`config.mk`:
```
export PLATFORM = sky130hd
export DESIGN_NAME = add16u_err_monitor
export DESIGN_NICKNAME = d
export VERILOG_FILES = /design/src/rtl/add16u_err_monitor.sv
export SDC_FILE = /design/constraint.sdc
export NUM_CORES = 1
export LEC_CHECK = 0
export CORE_AREA = 2 2 154 186
export DETAILED_ROUTE_END_ITERATION = 12
export DIE_AREA = 0 0 156 188
export DONT_BUFFER_PORTS = 1
export PLACE_DENSITY_LB_ADDON = 0.25
export SKIP_LAST_GASP = 1
export SLEW_MARGIN = 10
export SYNTH_ARGS = -nofsm -noshare
export SYNTH_HDL_FRONTEND = slang
export SYNTH_SLANG_ARGS = --single-unit
```
`constraint.sdc`:
```
create_clock -name clk -period 6.79 [get_ports clk]
set_clock_uncertainty 0.05 [all_clocks]
set_input_delay 1.358 -clock clk [delete_from_list [all_inputs] [get_ports clk]]
set_output_delay 1.358 -clock clk [all_outputs]
set_load 0.1 [all_outputs]
```
`src/rtl/add16u_err_monitor.sv`:
```
// Error-statistics monitor for an approximate 16-bit unsigned adder (17-bit sum).
// Compares each sample against the exact sum and accumulates count, EP, MAE numerator and WCE.
module add16u_err_monitor #(
    parameter int unsigned N_SAMPLES = 65536,
    parameter int unsigned ACC_W     = 48
) (
    input  logic             clk,
    input  logic             rst_n,
    input  logic             start,
    input  logic             in_valid,
    input  logic [15:0]      in_a,
    input  logic [15:0]      in_b,
    input  logic [16:0]      in_o,
    output logic             in_ready,
    output logic             busy,
    output logic             done,
    output logic [31:0]      sample_cnt,
    output logic [31:0]      err_cnt,
    output logic [ACC_W-1:0] err_sum,
    output logic [16:0]      wce,
    output logic [15:0]      wce_a,
    output logic [15:0]      wce_b
);

    typedef enum logic [1:0] {S_IDLE, S_RUN, S_DRAIN, S_DONE} state_t;

    localparam int unsigned SUM_W = ((ACC_W > 17) ? ACC_W : 17) + 1;
    localparam logic [31:0] LAST = 32'(N_SAMPLES - 1);
    localparam logic [SUM_W-1:0] SAT = {{(SUM_W - ACC_W){1'b0}}, {ACC_W{1'b1}}};

    state_t      state;
    logic [31:0] acc_cnt;
    logic        s1_valid;
    logic [15:0] s1_a;
    logic [15:0] s1_b;
    logic [16:0] s1_o;
    logic [16:0] s1_exact;

    logic             accept;
    logic [16:0]      err;
    logic [SUM_W-1:0] sum_ext;
    logic [ACC_W-1:0] sum_next;

    // Sum is widened to hold both operands so saturation works even when ACC_W < 17.
    always_comb begin
        accept   = in_valid & in_ready;
        err      = (s1_o >= s1_exact) ? (s1_o - s1_exact) : (s1_exact - s1_o);
        sum_ext  = SUM_W'(err_sum) + SUM_W'(err);
        sum_next = (sum_ext > SAT) ? '1 : ACC_W'(sum_ext);
    end

    always_ff @(posedge clk) begin
        if (!rst_n) begin
            state      <= S_IDLE;
            acc_cnt    <= '0;
            s1_valid   <= 1'b0;
            s1_a       <= '0;
            s1_b       <= '0;
            s1_o       <= '0;
            s1_exact   <= '0;
            in_ready   <= 1'b0;
            busy       <= 1'b0;
            done       <= 1'b0;
            sample_cnt <= '0;
            err_cnt    <= '0;
            err_sum    <= '0;
            wce        <= '0;
            wce_a      <= '0;
            wce_b      <= '0;
        end else begin
            s1_valid <= accept;
            if (accept) begin
                s1_a     <= in_a;
                s1_b     <= in_b;
                s1_o     <= in_o;
                s1_exact <= {1'b0, in_a} + {1'b0, in_b};
            end

            if (s1_valid) begin
                sample_cnt <= sample_cnt + 32'd1;
                if (err != '0)
                    err_cnt <= err_cnt + 32'd1;
                err_sum <= sum_next;
                if (err > wce) begin
                    wce   <= err;
                    wce_a <= s1_a;
                    wce_b <= s1_b;
                end
            end

            case (state)
                S_IDLE, S_DONE: begin
                    if (start) begin
                        state      <= S_RUN;
                        acc_cnt    <= '0;
                        in_ready   <= 1'b1;
                        busy       <= 1'b1;
                        done       <= 1'b0;
                        sample_cnt <= '0;
                        err_cnt    <= '0;
                        err_sum    <= '0;
                        wce        <= '0;
                        wce_a      <= '0;
                        wce_b      <= '0;
                    end
                end
                S_RUN: begin
                    if (accept) begin
                        acc_cnt <= acc_cnt + 32'd1;
                        if (acc_cnt == LAST) begin
                            state    <= S_DRAIN;
                            in_ready <= 1'b0;
                        end
                    end
                end
                S_DRAIN: begin
                    state <= S_DONE;
                    busy  <= 1'b0;
                    done  <= 1'b1;
                end
                default: state <= S_IDLE;
            endcase
        end
    end

endmodule

```
# Yosys cells after proc, flatten, opt, wreduce, memory -nomap -nowiden
# Cells that the tools add are included.
dict set report word_totals {
  romBits 0
  ramBits 0
  register_bits 265
  latchBits 0
  wordCells 81
  n_memories 0
  input_bits 53
}
dict set report op_classes {
  addsub 7
  bitwise_logic 1
  div_mod_pow 0
  n_lt_le_gt_ge 3
  multipliers 0
  reduce_logical 9
  muxes 38
  n_shift 0
  eq_ne 7
}
# op count
set op_table {}
lappend op_table {{two-way mux 32 bit} 9}
lappend op_table {{two-way mux 48 bit} 4}
lappend op_table {{two-way mux 16 bit} 8}
lappend op_table {{adder 32 x 1 -> 32 bit (second input constant)} 3}
lappend op_table {{two-way mux 17 bit} 5}
lappend op_table {{case mux 32 bit (2 select lines)} 1}
lappend op_table {{adder 48 x 17 -> 49 bit} 1}
lappend op_table {{> comparator 49 x 48 -> 1 bit (second input constant)} 1}
lappend op_table {{subtractor 17 bit} 2}
lappend op_table {{equality test 32 x 16 -> 1 bit (second input constant)} 1}
lappend op_table {{adder 16 x 16 -> 17 bit} 1}
lappend op_table {{>= comparator 17 bit} 1}
lappend op_table {{> comparator 17 bit} 1}
lappend op_table {{nonzero test 17 bit} 1}
lappend op_table {{two-way mux 2 bit} 3}
lappend op_table {{inequality test 2 bit (second input constant)} 3}
lappend op_table {{case mux 1 bit (2 select lines)} 3}
lappend op_table {{case mux 2 bit (3 select lines)} 1}
lappend op_table {{AND reduction 3 bit} 2}
lappend op_table {{equality test 2 bit (second input constant)} 2}
lappend op_table {{two-way mux 1 bit} 4}
lappend op_table {{AND reduction 4 bit} 1}
lappend op_table {{nonzero test 2 bit} 2}
lappend op_table {{equality test 2 x 1 -> 1 bit (second input constant)} 1}
lappend op_table {{other kinds (4)} 4}

# Depth between registers and ports, before layout
dict set report logic_depth {
  ltp_word 8
  ltp_mapped 24
  depth_no_buf 22
}

# Least setup slack after synthesis
# OpenSTA, ideal clock, no wires.
dict set report synth_path {
  path_type {register -> register}
  start {register s1_o[1]}
  end {register wce[10]}
  n_path_buf 3
  setup_ns 0.134
  setup_slack_ns 1.806
  path_stages_with_launch 23
  synth_period_minus_slack_ns 4.984
  arrival_time_ns 4.800
  cell_sequence {dfxtp_1 -> inv_1 -> ha_1 -> nor2b_1 -> o31a_2 -> o2111ai_4 -> a211oi_2 -> nor2_2 -> mux2_2 -> ha_1 -> nor2b_1 -> o21a_1 -> o21a_1 -> o21a_1 -> o21a_1 -> o21bai_1 -> a21oi_1 -> o21ai_0 -> a41o_1 -> clkbuf_1 -> buf_1 -> clkbuf_1 -> a211oi_1}
}
dict set report synth_between {
  elab_chain_cells 7
  elab_cells_between_ends 9
  cone_classes {2 x add/sub; 2 x order compare; 5 x mux}
}
# element line_no
set synth_lines {}
lappend synth_lines {{from (decl)} 36} ;# logic [16:0] s1_o;
lappend synth_lines {{from (signal assigned)} 75} ;# s1_o <= in_o;
lappend synth_lines {{subtractor 17 bit / >= comparator 17 bit (equally long branches)} 47} ;# err = (s1_o >= s1_exact) ? (s1_o - s1_exact) : (s1_exact - s1_o);
lappend synth_lines {{two-way mux 17 bit *} 47}
lappend synth_lines {{> comparator 17 bit} 84} ;# if (err > wce) begin
lappend synth_lines {{two-way mux 17 bit *} 84}
lappend synth_lines {{two-way mux 17 bit *} 79} ;# if (s1_valid) begin
lappend synth_lines {{two-way mux 17 bit} 93} ;# if (start) begin
lappend synth_lines {{two-way mux 17 bit *} 91} ;# case (state)
lappend synth_lines {{to (signal assigned)} 85} ;# wce <= err;
lappend synth_lines {{to (decl)} 20} ;# output logic [16:0] wce,
# Mark *: on every way between the ends. The rest lies on a longest branch, timed or not.
# A chain may end at the register's enable or synchronous reset.

# Worst setup path after layout
dict set report layout_path {
  start {register s1_o[10]}
  end {register err_sum[31]}
}
dict set report layout_between {
  elab_chain_cells 8
  elab_cells_between_ends 10
  cone_classes {3 x add/sub; 2 x order compare; 5 x mux}
}
# element line_no
set layout_lines {}
lappend layout_lines {{subtractor 17 bit / >= comparator 17 bit (equally long branches)} 47}
lappend layout_lines {{two-way mux 17 bit *} 47}
lappend layout_lines {{adder 48 x 17 -> 49 bit *} 48} ;# sum_ext = SUM_W'(err_sum) + SUM_W'(err);
lappend layout_lines {{> comparator 49 x 48 -> 1 bit} 49} ;# sum_next = (sum_ext > SAT) ? '1 : ACC_W'(sum_ext);
lappend layout_lines {{two-way mux 48 bit *} 49}
lappend layout_lines {{two-way mux 48 bit *} 79}
lappend layout_lines {{two-way mux 48 bit} 93}
lappend layout_lines {{two-way mux 48 bit *} 91}
lappend layout_lines {{to (signal assigned)} 83} ;# err_sum <= sum_next;
lappend layout_lines {{to (decl)} 19} ;# output logic [ACC_W-1:0] err_sum,
# Marks and branches as above.

==> results by group <==
Global route
  – Global router's overall resource usage: 0.255
  – Via count of the first global-routing pass: 12.2k
  – Initial antenna violation count: 0
  – Sum of overflow across all layers after global routing: 0
  – Largest net degree at the start of global routing: 81
  – First-pass GRT wire length: 62.3 mm

Cells and area
  – Final-stage net count: 1,877
  – Share of cells above drive strength 1: 0.0588
  – Fillcell total: 2,532
  – Antenna cells: 0
  – Utilization after layout: 0.574
  – Area growth from synthesis to layout: 7.68%
  – Area of all placed cells without fillers: 15,800 um2

STA
  – Number of setup violations in the final report: 0
  – Setup slack after layout: 760 ps
  – Rel. slew slack: 0.217
  – Setup repair after global routing missed its margin: no
  – Total Negative Setup Slacks: 0 ps
  – Achievable Freq: 0.166 GHz
  – Hold Violations, Final: 0
  – Final max-slew violation count: 0
  – Pin slew with the least headroom to its limit: 1170 ps
  – Portion of the clock cycle consumed by the worst path in the final layout: 0.888
  – Min cycle time layout: 6030 ps

Pwr
  – Overall power after layout: 6.65 mW
  – VDD IR-drop max: 270 uV
  – Leak: 6.23 nW
  – P per Cell Area: 420 nW/um2

Logic synthesis
  – Total nets after synthesis: 1,922
  – Leading cell types by total area after synthesis: dfxtp_1 (36%), ha_1 (7.6%), nand2_1 (5.5%)
  – Number of instances in the synthesized netlist: 1,776
  – Leading register cell type out of synthesis: dfxtp_1
  – Cell taking the most area after synthesis: dfxtp_1
  – Synth warnings: 0
  – Register bit total from synthesis: 265
  – Post-Syn Area per Cell: 8.28 um2
  – Cell area after synthesis: 14,700 um2
  – Part of the Yosys area used for sequential elements: 0.361
  – Share of synthesized registers carrying an async set or reset: 0
  – Number of synthesized flops with an enable pin: 0
  – Number of unique standard cell types used by synthesis: 74
  – Share of Yosys cell area claimed by the top area cell type: 0.361

Detailed routing
  – Average vias per placed instance: 5.99
  – Remaining antenna violation count: 0
  – Initial detailed-routing violation count: 786
  – Average routed wire per standard cell: 18.4 um
  – DRC violation count after routing: 0
  – DRT Wirelength: 38.6 mm
  – Number of vias in the routed layout: 12.6k
  – Number of iterations in the first detailed-routing pass: 8

Worst setup path
  – Setup crit start kind: register
  – Crit path max-delay cell type: nand4_1
  – Cell mode on critical path: a21oi_1
  – CP Class: reg -> reg
  – Largest stage delay on the critical path: 530 ps
  – Crit-path max FO: 14
  – CP endpoint kind: register
  – Arrival time worst endpoint: 6470 ps
  – Crit-path cells: inv_1 > ha_1 > and2_4 > and3_4 > a211oi_2 > o21a_1 > a21boi_0 > nor3_1 > nor2_1 > ha_1 > a21o_1 > a21oi_1 > o21bai_1 > a21oi_1 > o211ai_1 > nand4_1 > a211oi_1 > buf_4 > nand4_1 > buf_4 > a211o_1 > a21oi_1
  – Worst path buffer plus inverter count: 3
  – Required @ worst endpoint: 7230 ps
  – Dominant delay contributor by cell family on the critical path: compound AO/OA/AOI/OAI gates

Floorplanning
  – Die Outline Area: 29,300 um2
  – Core Box Area: 27,600 um2
  – Die Span X: 156 um
  – Vertical die dimension: 188 um
  – Row Count: 67
  – Initial standard-cell utilization of the core: 0.533
  – Number of top-level pins: 217

Run status
  – Run status: finished, final reports clean

Clock network
  – Post-CTS setup buffers: 0
  – Clk slew on worst S/H paths: 60 ps
  – Clock Tree Buf Depth: 3
  – TritonCTS buffer count: 29
  – Number of buffers added to fix hold violations after cts: 0
  – Sink count of the clock tree: 265
  – Post_cts resized: 0
  – Maximum level of the CTS H-tree: 1
  – Insertion delay to the later sink of the worst-skew pair: 570 ps
  – Clk Tree Root Cell: clkbuf_16
  – Clock tree from TritonCTS: yes

Placed design
  – Post-Place Worst Slack: 870 ps
  – Final weighted congestion in routability-driven placement: 0.935
  – I/O Buffers: 0
  – Post-detailed-placement half-perimeter wirelength: 28.1 mm
  – Area post-placement: 14,900 um2

Flow run
  – Max-cap violations: 0

Hold path
  – Min-Delay Path Class: reg -> reg
[routing by layer]
layer | wire length [um] | vias up | share of wire | global-route usage
met5 | 0 | - | 0 | 0
met4 | 1150 | 0 | 0.030 | 0.0833
met3 | 2930 | 72 | 0.076 | 0.0684
met2 | 18800 | 332 | 0.49 | 0.445
met1 | 15700 | 5946 | 0.41 | 0.303
li1 | - | 6217 | - | -
[worst paths after layout]
check	start	to	slack, ps	cells after the start
min	s1_b[14]	s1_b[14]	410	2
max	s1_o[10]	err_sum[31]	760	22
max reg2reg	s1_o[10]	err_sum[31]	760	22
min reg2reg	s1_b[14]	s1_b[14]	410	2
[cell families (layout without fill, tap and decap cells)]
logic type / after synthesis / in the layout / share of synthesized area
buffers and inverters: 175 / 151 / 0.0504
adder cells (fa/ha/maj): 93 / 93 / 0.0812
multiplexers: 46 / 46 / 0.0314
flip-flops: 265 / 265 / 0.361
AO/OA/AOI/OAI: 430 / 430 / 0.202
AND/OR/NAND/NOR: 682 / 682 / 0.223
XOR/XNOR: 85 / 85 / 0.0511
[state kept, by name, summed over array words and instances, names as in the netlist]
| register | flops |
|---|---|
| state | 2 |
| done | 1 |
| err_sum | 48 |
| wce_a | 16 |
| s1_a | 16 |
| s1_b | 16 |
| err_cnt | 32 |
| in_ready | 1 |
| s1_valid | 1 |
| sample_cnt | 32 |
| busy | 1 |
| s1_o | 17 |
| wce_b | 16 |
| wce | 17 |
| s1_exact | 17 |
| acc_cnt | 32 |
[report_power, final]
group          internal [mW]  switching, mW
sequential              1.64          0.293
combinational           1.21           1.90
clock                  0.950          0.664
total                   3.80           2.85
[cell usage in the layout (no fill, tap or decap), types with 14 or more instances in the layout]
cell type | Yosys | routed
and2_1 | 25 | 23
xnor2_1 | 31 | 31
a21o_1 | 35 | 35
mux2i_1 | 45 | 45
nor2_1 | 168 | 168
ha_1 | 89 | 89
a311oi_1 | 14 | 14
or4_1 | 14 | 14
buf_4 | 6 | 19
inv_1 | 79 | 79
o21ai_0 | 77 | 76
and3_1 | 38 | 38
clkbuf_16 | 0 | 29
a21oi_1 | 85 | 85
nand4_1 | 37 | 37
nor2b_1 | 18 | 18
o21a_1 | 17 | 17
a21boi_0 | 58 | 58
or3_1 | 22 | 22
nand2b_1 | 21 | 21
o41ai_1 | 14 | 14
a211oi_1 | 27 | 27
nor3_1 | 24 | 24
nand2_1 | 214 | 212
a31oi_1 | 16 | 16
xor2_1 | 53 | 53
dfxtp_1 | 265 | 264
nand3_1 | 66 | 66
[cells in the mapped netlist (all sizes together) (5+ instances only)]
| cell | number |
|---|---|
| xnor2 | 32 |
| and3 | 39 |
| nor2b | 18 |
| clkbuf | 68 |
| o31a | 5 |
| nand3 | 66 |
| buf | 28 |
| a21boi | 58 |
| or2 | 5 |
| ha | 89 |
| nor4 | 14 |
| a21o | 35 |
| a31oi | 16 |
| o211ai | 9 |
| nand4 | 37 |
| o31ai | 7 |
| o311ai | 14 |
| a211oi | 29 |
| nor3 | 25 |
| o21ai | 83 |
| a2111oi | 5 |
| o21a | 17 |
| dfxtp | 265 |
| nand2b | 21 |
| a311oi | 14 |
| inv | 79 |
| xor2 | 53 |
| nand2 | 214 |
| o41ai | 14 |
| and2 | 28 |
| or3 | 22 |
| nor2 | 169 |
| mux2i | 45 |
| a21oi | 86 |
| o21bai | 7 |
| and4 | 9 |
| or4 | 14 |
[stage by stage]
| stage | std cells | hold WS [ps] |
|---|---|---|
| after global routing | 2097 | 446 |
| after detailed placement | 2045 | 407 |
| after floorplan | 1776 | 393 |
| after global placement | 2045 | 399 |
| after CTS | 2097 | 416 |
| final | 2097 | 414 |
[layout make-up]
cell class              count  area [um2]  share of cell area
clock buffers              36         762              0.0481
inverters                  79         297              0.0187
repair buffers             20         163              0.0103
clock inverters            16         201              0.0127
flip-flops and latches    265        5310               0.335
multi-input cells        1336        8670               0.548
well taps                 345         432              0.0273
[tightest hold or removal path: cells and delay by family (launching register included)]
kind	cells	cell delay (ps)
flip-flops	1	310
AO/OA/AOI/OAI	1	60
AND/OR/NAND/NOR	1	50
Power figures use the tool's default switching activity.
